## src/rtl/lfm_seq_if.sv

```systemverilog
// lfm_seq_if: parameter/strobe bundle between lfm_chirp_sequencer (master)
// and dds_lfm (slave).
//
// Handshake: `start` is a one-cycle strobe from the sequencer. f_start, f_stop
// and chirp_len are already valid in the cycle `start` is high, and they stay
// stable until the sequencer loads the next profile. `dds_done` may be a pulse
// or a held level. The sequencer only reacts to its rising edge while it is
// waiting for the chirp to finish.
interface lfm_seq_if;
  logic [31:0] f_start;
  logic [31:0] f_stop;
  logic [63:0] chirp_len;
  logic        start;
  logic        dds_done;

  modport master (
    output f_start,
    output f_stop,
    output chirp_len,
    output start,
    input  dds_done
  );

  modport slave (
    input  f_start,
    input  f_stop,
    input  chirp_len,
    input  start,
    output dds_done
  );
endinterface

```

## src/rtl/lfm_chirp_sequencer.sv

```systemverilog
// lfm_chirp_sequencer: steps dds_lfm through a table of chirp profiles.
// The sequencer fires each active profile in turn and inserts that profile's
// gap after its done. It repeats the whole pattern repeat_count times, or
// forever when repeat_count is 0.
// Optional feature macro: LFM_SEQ_TIMEOUT_EN adds a WAIT-state watchdog that
// drives the sticky `timeout` flag. Without the macro, `timeout` is tied to 0.
module lfm_chirp_sequencer #(
  parameter int N_PROFILES     = 4,
  parameter int PROF_BITS      = 2,
  parameter int GAP_WIDTH      = 32,
  parameter int CNT_WIDTH      = 16,
  parameter int TIMEOUT_MARGIN = 16
) (
  input  logic                 clk,
  input  logic                 rst_n,
  input  logic                 cfg_we,
  input  logic [PROF_BITS-1:0] cfg_addr,
  input  logic [31:0]          cfg_f_start,
  input  logic [31:0]          cfg_f_stop,
  input  logic [63:0]          cfg_len,
  input  logic [GAP_WIDTH-1:0] cfg_gap,
  input  logic [PROF_BITS:0]   n_active,
  input  logic [CNT_WIDTH-1:0] repeat_count,
  input  logic                 run,
  input  logic                 abort,
  lfm_seq_if.master            dds,
  output logic                 busy,
  output logic                 seq_done,
  output logic [PROF_BITS-1:0] profile_idx,
  output logic [CNT_WIDTH-1:0] pass_cnt,
  output logic                 timeout,
  output logic [2:0]           dbg_state
);

  typedef enum logic [2:0] {
    S_IDLE = 3'd0,
    S_LOAD = 3'd1,
    S_FIRE = 3'd2,
    S_WAIT = 3'd3,
    S_GAP  = 3'd4
  } state_t;

  localparam logic [PROF_BITS:0] N_PROF_L = (PROF_BITS + 1)'(N_PROFILES);

  state_t state;

  logic [31:0]          tbl_f_start [N_PROFILES];
  logic [31:0]          tbl_f_stop  [N_PROFILES];
  logic [63:0]          tbl_len     [N_PROFILES];
  logic [GAP_WIDTH-1:0] tbl_gap     [N_PROFILES];

  logic [31:0]          f_start_q;
  logic [31:0]          f_stop_q;
  logic [63:0]          chirp_len_q;
  logic                 start_q;
  logic                 seq_done_q;
  logic [PROF_BITS-1:0] idx_q;
  logic [CNT_WIDTH-1:0] pass_q;
  logic [GAP_WIDTH-1:0] gap_cnt;
  logic                 done_prev;

  logic [PROF_BITS:0]   addr_ext;
  logic                 cfg_ok;
  logic [PROF_BITS:0]   n_eff;
  logic [PROF_BITS:0]   n_last;
  logic [CNT_WIDTH-1:0] pass_nxt;
  logic                 done_rise;

  assign addr_ext  = {1'b0, cfg_addr};
  assign cfg_ok    = cfg_we && (addr_ext < N_PROF_L);
  assign pass_nxt  = pass_q + CNT_WIDTH'(1);
  assign done_rise = dds.dds_done && !done_prev;
  assign n_last    = n_eff - (PROF_BITS + 1)'(1);

  // Clamp the active-profile count into 1..N_PROFILES.
  always_comb begin
    n_eff = n_active;
    if (n_active == '0) begin
      n_eff = (PROF_BITS + 1)'(1);
    end else if (n_active > N_PROF_L) begin
      n_eff = N_PROF_L;
    end
  end

  // Profile table: writable in any state, ignored when the address is out of range.
  always_ff @(posedge clk or negedge rst_n) begin
    if (!rst_n) begin
      for (int i = 0; i < N_PROFILES; i++) begin
        tbl_f_start[i] <= '0;
        tbl_f_stop[i]  <= '0;
        tbl_len[i]     <= '0;
        tbl_gap[i]     <= '0;
      end
    end else if (cfg_ok) begin
      tbl_f_start[cfg_addr] <= cfg_f_start;
      tbl_f_stop[cfg_addr]  <= cfg_f_stop;
      tbl_len[cfg_addr]     <= cfg_len;
      tbl_gap[cfg_addr]     <= cfg_gap;
    end
  end

  // Previous dds_done, used for rising-edge detection.
  always_ff @(posedge clk or negedge rst_n) begin
    if (!rst_n) begin
      done_prev <= 1'b0;
    end else begin
      done_prev <= dds.dds_done;
    end
  end

`ifdef LFM_SEQ_TIMEOUT_EN
  logic [63:0] wd_cnt;
  logic [63:0] wd_nxt;
  logic [64:0] wd_limit;
  logic        timeout_q;

  assign wd_nxt   = wd_cnt + 64'd1;
  assign wd_limit = {1'b0, chirp_len_q} + 65'(TIMEOUT_MARGIN);
  assign timeout  = timeout_q;
`else
  // The margin only matters when the watchdog is built.
  logic [31:0] unused_margin;
  assign unused_margin = 32'(TIMEOUT_MARGIN);
  assign timeout       = 1'b0;
`endif

  // Sequencer FSM: IDLE -> LOAD -> FIRE -> WAIT -> GAP -> (LOAD | IDLE).
  always_ff @(posedge clk or negedge rst_n) begin
    if (!rst_n) begin
      state       <= S_IDLE;
      f_start_q   <= '0;
      f_stop_q    <= '0;
      chirp_len_q <= '0;
      start_q     <= 1'b0;
      seq_done_q  <= 1'b0;
      idx_q       <= '0;
      pass_q      <= '0;
      gap_cnt     <= '0;
`ifdef LFM_SEQ_TIMEOUT_EN
      wd_cnt      <= '0;
      timeout_q   <= 1'b0;
`endif
    end else begin
      start_q    <= 1'b0;
      seq_done_q <= 1'b0;
      if (abort && (state != S_IDLE)) begin
        state <= S_IDLE;
      end else begin
        case (state)
          S_IDLE: begin
            if (run && !abort) begin
              state  <= S_LOAD;
              idx_q  <= '0;
              pass_q <= '0;
`ifdef LFM_SEQ_TIMEOUT_EN
              timeout_q <= 1'b0;
`endif
            end
          end
          S_LOAD: begin
            f_start_q   <= tbl_f_start[idx_q];
            f_stop_q    <= tbl_f_stop[idx_q];
            chirp_len_q <= tbl_len[idx_q];
            start_q     <= 1'b1;
            state       <= S_FIRE;
          end
          S_FIRE: begin
            state <= S_WAIT;
`ifdef LFM_SEQ_TIMEOUT_EN
            wd_cnt <= 64'd1;
`endif
          end
          S_WAIT: begin
            if (done_rise) begin
              gap_cnt <= tbl_gap[idx_q];
              state   <= S_GAP;
            end
`ifdef LFM_SEQ_TIMEOUT_EN
            else if ({1'b0, wd_nxt} > wd_limit) begin
              timeout_q <= 1'b1;
              state     <= S_IDLE;
            end else begin
              wd_cnt <= wd_nxt;
            end
`endif
          end
          S_GAP: begin
            if (gap_cnt != '0) begin
              gap_cnt <= gap_cnt - GAP_WIDTH'(1);
            end else if ({1'b0, idx_q} < n_last) begin
              idx_q <= idx_q + PROF_BITS'(1);
              state <= S_LOAD;
            end else begin
              pass_q <= pass_nxt;
              idx_q  <= '0;
              if ((repeat_count != '0) && (pass_nxt == repeat_count)) begin
                seq_done_q <= 1'b1;
                state      <= S_IDLE;
              end else begin
                state <= S_LOAD;
              end
            end
          end
          default: state <= S_IDLE;
        endcase
      end
    end
  end

  // An abort arriving during FIRE masks the strobe so dds_lfm never samples it.
  assign dds.start     = start_q && !abort;
  assign dds.f_start   = f_start_q;
  assign dds.f_stop    = f_stop_q;
  assign dds.chirp_len = chirp_len_q;
  assign busy          = (state != S_IDLE);
  assign seq_done      = seq_done_q;
  assign profile_idx   = idx_q;
  assign pass_cnt      = pass_q;
  assign dbg_state     = state;

endmodule

```

## src/flat_wrapper.sv

```systemverilog
// flat-port wrapper written by rule: the top's interface ports become plain ports
module lfm_chirp_sequencer_flat 
#(
  parameter int N_PROFILES     = 4,
  parameter int PROF_BITS      = 2,
  parameter int GAP_WIDTH      = 32,
  parameter int CNT_WIDTH      = 16,
  parameter int TIMEOUT_MARGIN = 16
)
  (clk, rst_n, cfg_we, cfg_addr, cfg_f_start, cfg_f_stop, cfg_len, cfg_gap, n_active, repeat_count, run, abort, busy, seq_done, profile_idx, pass_cnt, timeout, dbg_state, dds_f_start, dds_f_stop, dds_chirp_len, dds_start, dds_dds_done);
  lfm_seq_if dds_i ();
  input  logic clk;
  input  logic rst_n;
  input  logic cfg_we;
  input  logic [PROF_BITS-1:0] cfg_addr;
  input  logic [31:0] cfg_f_start;
  input  logic [31:0] cfg_f_stop;
  input  logic [63:0] cfg_len;
  input  logic [GAP_WIDTH-1:0] cfg_gap;
  input  logic [PROF_BITS:0] n_active;
  input  logic [CNT_WIDTH-1:0] repeat_count;
  input  logic run;
  input  logic abort;
  output logic busy;
  output logic seq_done;
  output logic [PROF_BITS-1:0] profile_idx;
  output logic [CNT_WIDTH-1:0] pass_cnt;
  output logic timeout;
  output logic [2:0] dbg_state;
  output wire logic [$bits(dds_i.f_start)-1:0] dds_f_start;
  output wire logic [$bits(dds_i.f_stop)-1:0] dds_f_stop;
  output wire logic [$bits(dds_i.chirp_len)-1:0] dds_chirp_len;
  output wire logic [$bits(dds_i.start)-1:0] dds_start;
  input wire logic [$bits(dds_i.dds_done)-1:0] dds_dds_done;
  assign dds_f_start = dds_i.f_start;
  assign dds_f_stop = dds_i.f_stop;
  assign dds_chirp_len = dds_i.chirp_len;
  assign dds_start = dds_i.start;
  assign dds_i.dds_done = dds_dds_done;
  lfm_chirp_sequencer #(.N_PROFILES(N_PROFILES), .PROF_BITS(PROF_BITS), .GAP_WIDTH(GAP_WIDTH), .CNT_WIDTH(CNT_WIDTH), .TIMEOUT_MARGIN(TIMEOUT_MARGIN)) u_core (.clk(clk), .rst_n(rst_n), .cfg_we(cfg_we), .cfg_addr(cfg_addr), .cfg_f_start(cfg_f_start), .cfg_f_stop(cfg_f_stop), .cfg_len(cfg_len), .cfg_gap(cfg_gap), .n_active(n_active), .repeat_count(repeat_count), .run(run), .abort(abort), .dds(dds_i), .busy(busy), .seq_done(seq_done), .profile_idx(profile_idx), .pass_cnt(pass_cnt), .timeout(timeout), .dbg_state(dbg_state));
endmodule
```

## config.mk

```make
export PLATFORM = sky130hd
export DESIGN_NAME = lfm_chirp_sequencer_flat
export DESIGN_NICKNAME = d
export VERILOG_FILES = /design/src/rtl/lfm_seq_if.sv /design/src/rtl/lfm_chirp_sequencer.sv /design/src/flat_wrapper.sv
export SDC_FILE = /design/constraint.sdc
export NUM_CORES = 1
export LEC_CHECK = 0
export CAP_MARGIN = 20
export CELL_PAD_IN_SITES_DETAIL_PLACEMENT = 1
export CELL_PAD_IN_SITES_GLOBAL_PLACEMENT = 2
export CORE_ASPECT_RATIO = 1.75
export CORE_MARGIN = 4
export CORE_UTILIZATION = 26
export DETAILED_ROUTE_END_ITERATION = 16
export PLACE_DENSITY_LB_ADDON = 0.1
export SETUP_SLACK_MARGIN = 0.05
export SLEW_MARGIN = 30
export SYNTH_ARGS = -nofsm -noshare
export SYNTH_HDL_FRONTEND = slang
export SYNTH_SLANG_ARGS = --single-unit
```

## constraint.sdc

```tcl
create_clock -name clk -period 2.9 [get_ports clk]
set_input_delay 0.725 -clock clk [delete_from_list [all_inputs] [get_ports clk]]
set_output_delay 0.725 -clock clk [all_outputs]
set_load 0.02 [all_outputs]
```

* After elaboration in Yosys (flattened, before gate mapping)
Cells that the tools add are included.
Widths: inputs -> output; s select.
** Word-level totals
- Logic and storage cells :: 120
- Flip-flop bits (word level) :: 824
** Cells by class
- Bitwise gates (word level) :: 3
- Equality and inequality tests :: 13
- Multiplexer cells :: 47
- Reductions and logical operators :: 21
- $lt $le $gt $ge :: 6
- Add/subtract/negate cells :: 4
** Operators with widths (number)
- $bwmux 128 :: 3
- $mux 32 :: 9
- $bwmux 256 :: 1
- $bmux 32 s2 :: 3
- $mux 64 :: 3
- $bmux 64 s2 :: 1
- $demux 64 s2 :: 1
- $demux 32 s2 :: 1
- $pmux 32 s2 :: 1
- $mux 16 :: 3
- $pmux 16 s2 :: 1
- $reduce_bool 32->1 :: 1
- $sub 32x1->32 const B :: 1
- $mux 3 :: 7
- $add 16x1->16 const B :: 1
- $eq 16x16->1 :: 1
- $reduce_bool 16->1 :: 1
- $pmux 3 s5 :: 1
- $mux 1 :: 8
- $reduce_and 4->1 :: 2
- $logic_and 1x1->1 :: 7
- $eq 3x2->1 const B :: 2
- $ge 3x3->1 const B :: 2
- $logic_not 3->1 :: 2
- 22 further kinds :: 31

* Longest topological paths before layout
Gate-level depths: netlist of the first run.
- Depth after elaboration :: 9
- Gate-level depth with buffers :: 11
- Depth with buffers taken out :: 10

* Least setup slack after synthesis of the first run
No wires, ideal clock.
- Path kind :: input to register
- From :: input n_active[2]
- To :: register u_core.pass_q[4], in the netlist u_core.pass_cnt[4]
- Data arrival time :: 2674 ps
- Stages :: 11
- Slack :: 90 ps
- Library setup time :: 136 ps
- Buffers on the path :: 1
- Cell sequence :: inv_1 -> nand2_1 -> ha_1 -> ha_1 -> o22ai_1 -> a211oi_1 -> and3_1 -> buf_2 -> nand2_1 -> o211ai_1 -> o31ai_1
** On the way
- Word-level cells in the longest chain between the ends :: 7
- Elaborated cells on any way between the ends :: 8
** Ends and longest elaborated chain
- start: declaration :: line flat_wrapper.sv:20 : input logic [PROF_BITS:0] n_active;
- $gt 3x3->1 :: line lfm_chirp_sequencer.sv:80 : end else if (n_active > N_PROF_L) begin
- $mux 3 :: line lfm_chirp_sequencer.sv:80
- $mux 3 (*) :: line lfm_chirp_sequencer.sv:78 : if (n_active == '0) begin
- $sub 3x1->3 (*) :: line lfm_chirp_sequencer.sv:73 : assign n_last = n_eff - (PROF_BITS + 1)'(1);
- $lt 2x3->1 (*) :: line lfm_chirp_sequencer.sv:190 : end else if ({1'b0, idx_q} < n_last) begin
- $ne 2x2->1 (no line) (*)
- $reduce_and 5->1 (no line) (*)
- end signal: assignment :: line lfm_chirp_sequencer.sv:194 : pass_q <= pass_nxt;
- end: declaration :: line lfm_chirp_sequencer.sv:58 : logic [CNT_WIDTH-1:0] pass_q;
Mark *: on every way between the ends. The rest lies on a longest branch, timed or not.
A chain may end at the register's enable or synchronous reset.

* Final worst setup path of the first run
- From :: input n_active[0]
- To :: register u_core.pass_q[2], in the netlist u_core.pass_cnt[2]
The elaborated chain is that of the path after synthesis.

==> results of run 1 <==
power groups by stage:
| stage | Combinational, µW | Clock [µW] | Sequential, µW |
|---|---|---|---|
| CTS | 8740 | 12400 | 16000 |
| finish | 8510 | 11900 | 15900 |
| detailed placement | 8700 | 0 | 16200 |
| global placement | 8520 | 0 | 15900 |
| global route | 9190 | 12900 | 16300 |
| floorplan | 3690 | 0 | 16700 |
registers in the layout (all words and copies together) (netlist names):
name                  cells
u_core.tbl_len          256
u_core.tbl_f_start      128
u_core.tbl_f_stop       128
u_core.tbl_gap          128
u_core.dds.chirp_len     64
u_core.dds.f_start       32
u_core.dds.f_stop        32
u_core.gap_cnt           32
u_core.pass_cnt          16
u_core.dbg_state          3
u_core.profile_idx        2
u_core.done_prev          1
u_core.seq_done           1
u_core.start_q            1
through the flow:
stage	setup TNS, ns	cells
2_1_floorplan	0	2265
3_3_place_gp	-12.93	4396
3_5_place_dp	-11.17	4396
4_1_cts	0	4562
5_1_grt	0	4563
6_report	0	4571
cells in the mapped netlist, drive strengths merged, types with 3 or more instances:
cell / number / area (µm²)
nor4: 14 / 103
nor2b: 4 / 25.0
o21ai: 53 / 280
xor2: 7 / 61.3
and3: 8 / 50.1
dfrtp: 824 / 20600
o31ai: 14 / 105
o22a: 4 / 35.0
a31oi: 5 / 31.3
nand2b: 5 / 31.3
xnor2: 16 / 140
buf: 24 / 130
and2: 4 / 25.0
nand3b: 4 / 30.0
nor3: 20 / 105
a211oi: 3 / 22.5
o211ai: 11 / 87.6
nand3: 14 / 70.1
a22oi: 13 / 103
clkbuf: 115 / 433
nand2: 41 / 154
ha: 4 / 50.1
or3: 8 / 55.1
a21oi: 27 / 135
mux4: 160 / 3600
nor2: 44 / 165
nor3b: 3 / 22.5
nand4: 5 / 37.5
mux2: 768 / 8650
o2bb2ai: 5 / 43.8
inv: 8 / 30.0
metal layers:
| metal | vias up | GRT usage | share of wire |
|---|---|---|---|
| met4 | 34 | 0.0386 | 0.021 |
| met3 | 163 | 0.0484 | 0.067 |
| met2 | 396 | 0.263 | 0.51 |
| li1 | 9305 | - | - |
| met1 | 11500 | 0.178 | 0.40 |
| met5 | - | 0 | 0.0019 |
final cells by class:
| type | count | area (µm²) | share of cell area |
|---|---|---|---|
| Timing Repair Buffer | 462 | 4970 | 0.109 |
| Clock buffer | 132 | 2670 | 0.0588 |
| Antenna cell | 9 | 22.5 | 0.000495 |
| Inverter | 8 | 30.0 | 0.000661 |
| Multi-Input combinational cell | 1294 | 14500 | 0.319 |
| Clock inverter | 32 | 363 | 0.00798 |
| Tap cell | 1810 | 2260 | 0.0498 |
| Sequential cell | 824 | 20600 | 0.454 |
how the worst min path moves through the flow:
stage               cells after the start                               to  slack (ns)                      startpoint
floorplan                               0  u_core.dbg_state[0]$_DFFE_PN0P_        0.43                           rst_n
global placement                        1   u_core.tbl_len[88]$_DFFE_PN0P_        0.48  u_core.tbl_len[88]$_DFFE_PN0P_
detailed placement                      1   u_core.tbl_len[87]$_DFFE_PN0P_        0.49  u_core.tbl_len[87]$_DFFE_PN0P_
CTS                                     2   u_core.tbl_gap[44]$_DFFE_PN0P_        0.43                           rst_n
global route                            2   u_core.tbl_gap[44]$_DFFE_PN0P_        0.47                           rst_n
finish                                  2   u_core.tbl_gap[44]$_DFFE_PN0P_        0.50                           rst_n
cell families after synthesis:
kind of cell,after synthesis,share of synthesized area
muxes,929,0.344
DFF,824,0.578
and+or+nand+nor,183,0.0265
AOI/OAI and AO/OA,154,0.0284
buffers and inverters,147,0.0166
xor gates and xnor gates,23,0.00564
adders and majority gates,4,0.00140
other,1,0.000105
what timing repair did:
item | in CTS | in global routing
hold buffers | 1 | 0
gates resized for setup | 3 | 1
endpoints found under the hold margin | 16 | 0
endpoints found under the setup margin | 6 | 8
buffers inserted | 1 | 0
pin swaps | 0 | 0
==> flow_summary_export.csv, run 1 <==
group,metric,value,unit
critical_path,crit_type,"input pin to register",
timing,max_slew_margin,0.441,
yosys,ys.warnings.count,0,
worst_hold_path,hp-class,"input pin to async pin",
critical_path,worstSetupStartpoint,"n_active[0]",
layout,layout_commonest_cell,"dfrtp_1",
yosys,synth_cells,2265,
critical_path,cp_max_fo,10,
yosys,avgSynthCellArea,15.8,µm²
power_and_ir_drop,switchingPower,10300,µW
timing,post-route-period-util,0.917,
global_routing,grtUsageTotal,0.150,
power_and_ir_drop,powerDensity,799,mW/mm²
clock_network,clkSlewWorstSetupHoldPaths,0.06,ns
layout,final_cell_area,0.0455,mm²
drt,drt_pass1_iterations,4,
layout,fillCellCount,14100,
critical_path,crit_top_cell,"ha_1",
status,status,"finished clean",
yosys,synth-edff-count,0,
critical_path,timing.rr.start,"u_core.gap_cnt[20]$_DFFE_PN0P_",
timing,slew_viol_final,0,
power_and_ir_drop,p_comb_frac,0.234,
timing,skew,0.0213,ns
yosys,synth_ff_type,"dfrtp_1",
critical_path,rr_worst_depth,8,
placement,hpwl,72400,µm
power_and_ir_drop,p_sw_frac,0.285,
yosys,postSynth.asyncResetShare,1.00,
drt,vias,21400,
critical_path,r2r-end,"u_core.gap_cnt[12]$_DFFE_PN0P_",
critical_path,path_cells,"clkdlybuf4s50_1, nand2b_1, nand2_1, ha_1, ha_1, o22ai_1, a211oi_2, buf_4, and3_1, nand2_2, o211ai_1, o31ai_1",
yosys,synth_cell_types,67,
drt,ant_nets,0,
critical_path,critical_path_buf_inv_count,2,
placement,place_area,0.0424,mm²
timing,worst_pin_slew,0.839,ns
clock_network,cts_tree,"yes",
clock_network,htree_levels,3,
floorplan,start_util,0.262,
layout,area_delta_synth_final,27.4,%
timing,worst_hold_slack,0.498,ns
critical_path,reg2reg_slack,0.28,ns
placement,place_congestion,0.760,
global_routing,grt_max_degree,132,
critical_path,path_delay_family,"compound AO/OA/AOI/OAI gates",
layout,layout_common_cells,"821 x dfrtp_1, 768 x mux2_2, 336 x clkdlybuf4s50_1",
critical_path,cp-start-kind,"input pin",
timing,max_freq,376,MHz
placement,io_buffers,338,
critical_path,worstPathRequired,3.43,ns
placement,place_ws,-0.718,ns
global_routing,grt_overflow,0,
critical_path,cp_num_cells,12,
drt,wl_per_cell,23.5,µm
timing,layout_min_cycle_time,2.66,ns
floorplan,die_h,498,µm
clock_network,clock-sinks,824,
critical_path,slowest_delay,0.45,ns
clock_network,tritoncts.num_buffers,90,
yosys,seq_area_frac_synth,0.578,
yosys,syn-num-nets,2456,
drt,routed_wl,108000,µm
floorplan,rows,179,
timing,hold_viol,0,
critical_path,crit_arrival,3.19,ns
critical_path,endpoint,"u_core.pass_cnt[2]$_DFFE_PN0P_",
critical_path,slowest_stage,"clkdlybuf4s50_1",
flow_run,drv_cap,0,
layout,nets,2871,
clock_network,clock_latency,0.67,ns
power_and_ir_drop,clock_power_share,0.327,
layout,utilization,0.334,
clock_network,clockBufferDepth,3,
timing,finalSetupViolations,0,
power_and_ir_drop,power,36300,µW
power_and_ir_drop,p_int,26000,µW
power_and_ir_drop,p_seq_frac,0.439,
floorplan,coreArea,0.136,mm²
drt,drt_iter0_markers,674,
layout,drive_above_1_share,0.443,
global_routing,first_global_vias,25200,
global_routing,grt_pass1_wl,164000,µm
global_routing,antenna_found_initial,27,
power_and_ir_drop,peakVddDrop,462,µV
critical_path,cp-end-kind,"register",
clock_network,cts_root_buf,"clkbuf_16",
power_and_ir_drop,power_leakage,0.0181,µW
floorplan,io-pin-count,340,
timing,rsz0062_at_grt,"false",
drt,via_per_inst,4.69,
yosys,ys_ff_latch,824,
yosys,syn_area,0.0357,mm²
floorplan,die_w,288,µm
floorplan,dieArea,0.143,mm²
drt,drc_errors,0,
timing,setup_ws,0.239,ns
(Power assumes the default switching activity.)
==> run 2, diff against run 1 <==
- CAP_MARGIN: 20 -> not set
==> results of run 2 <==
The final DEF is identical to that of run 1; final timing and power are the same.
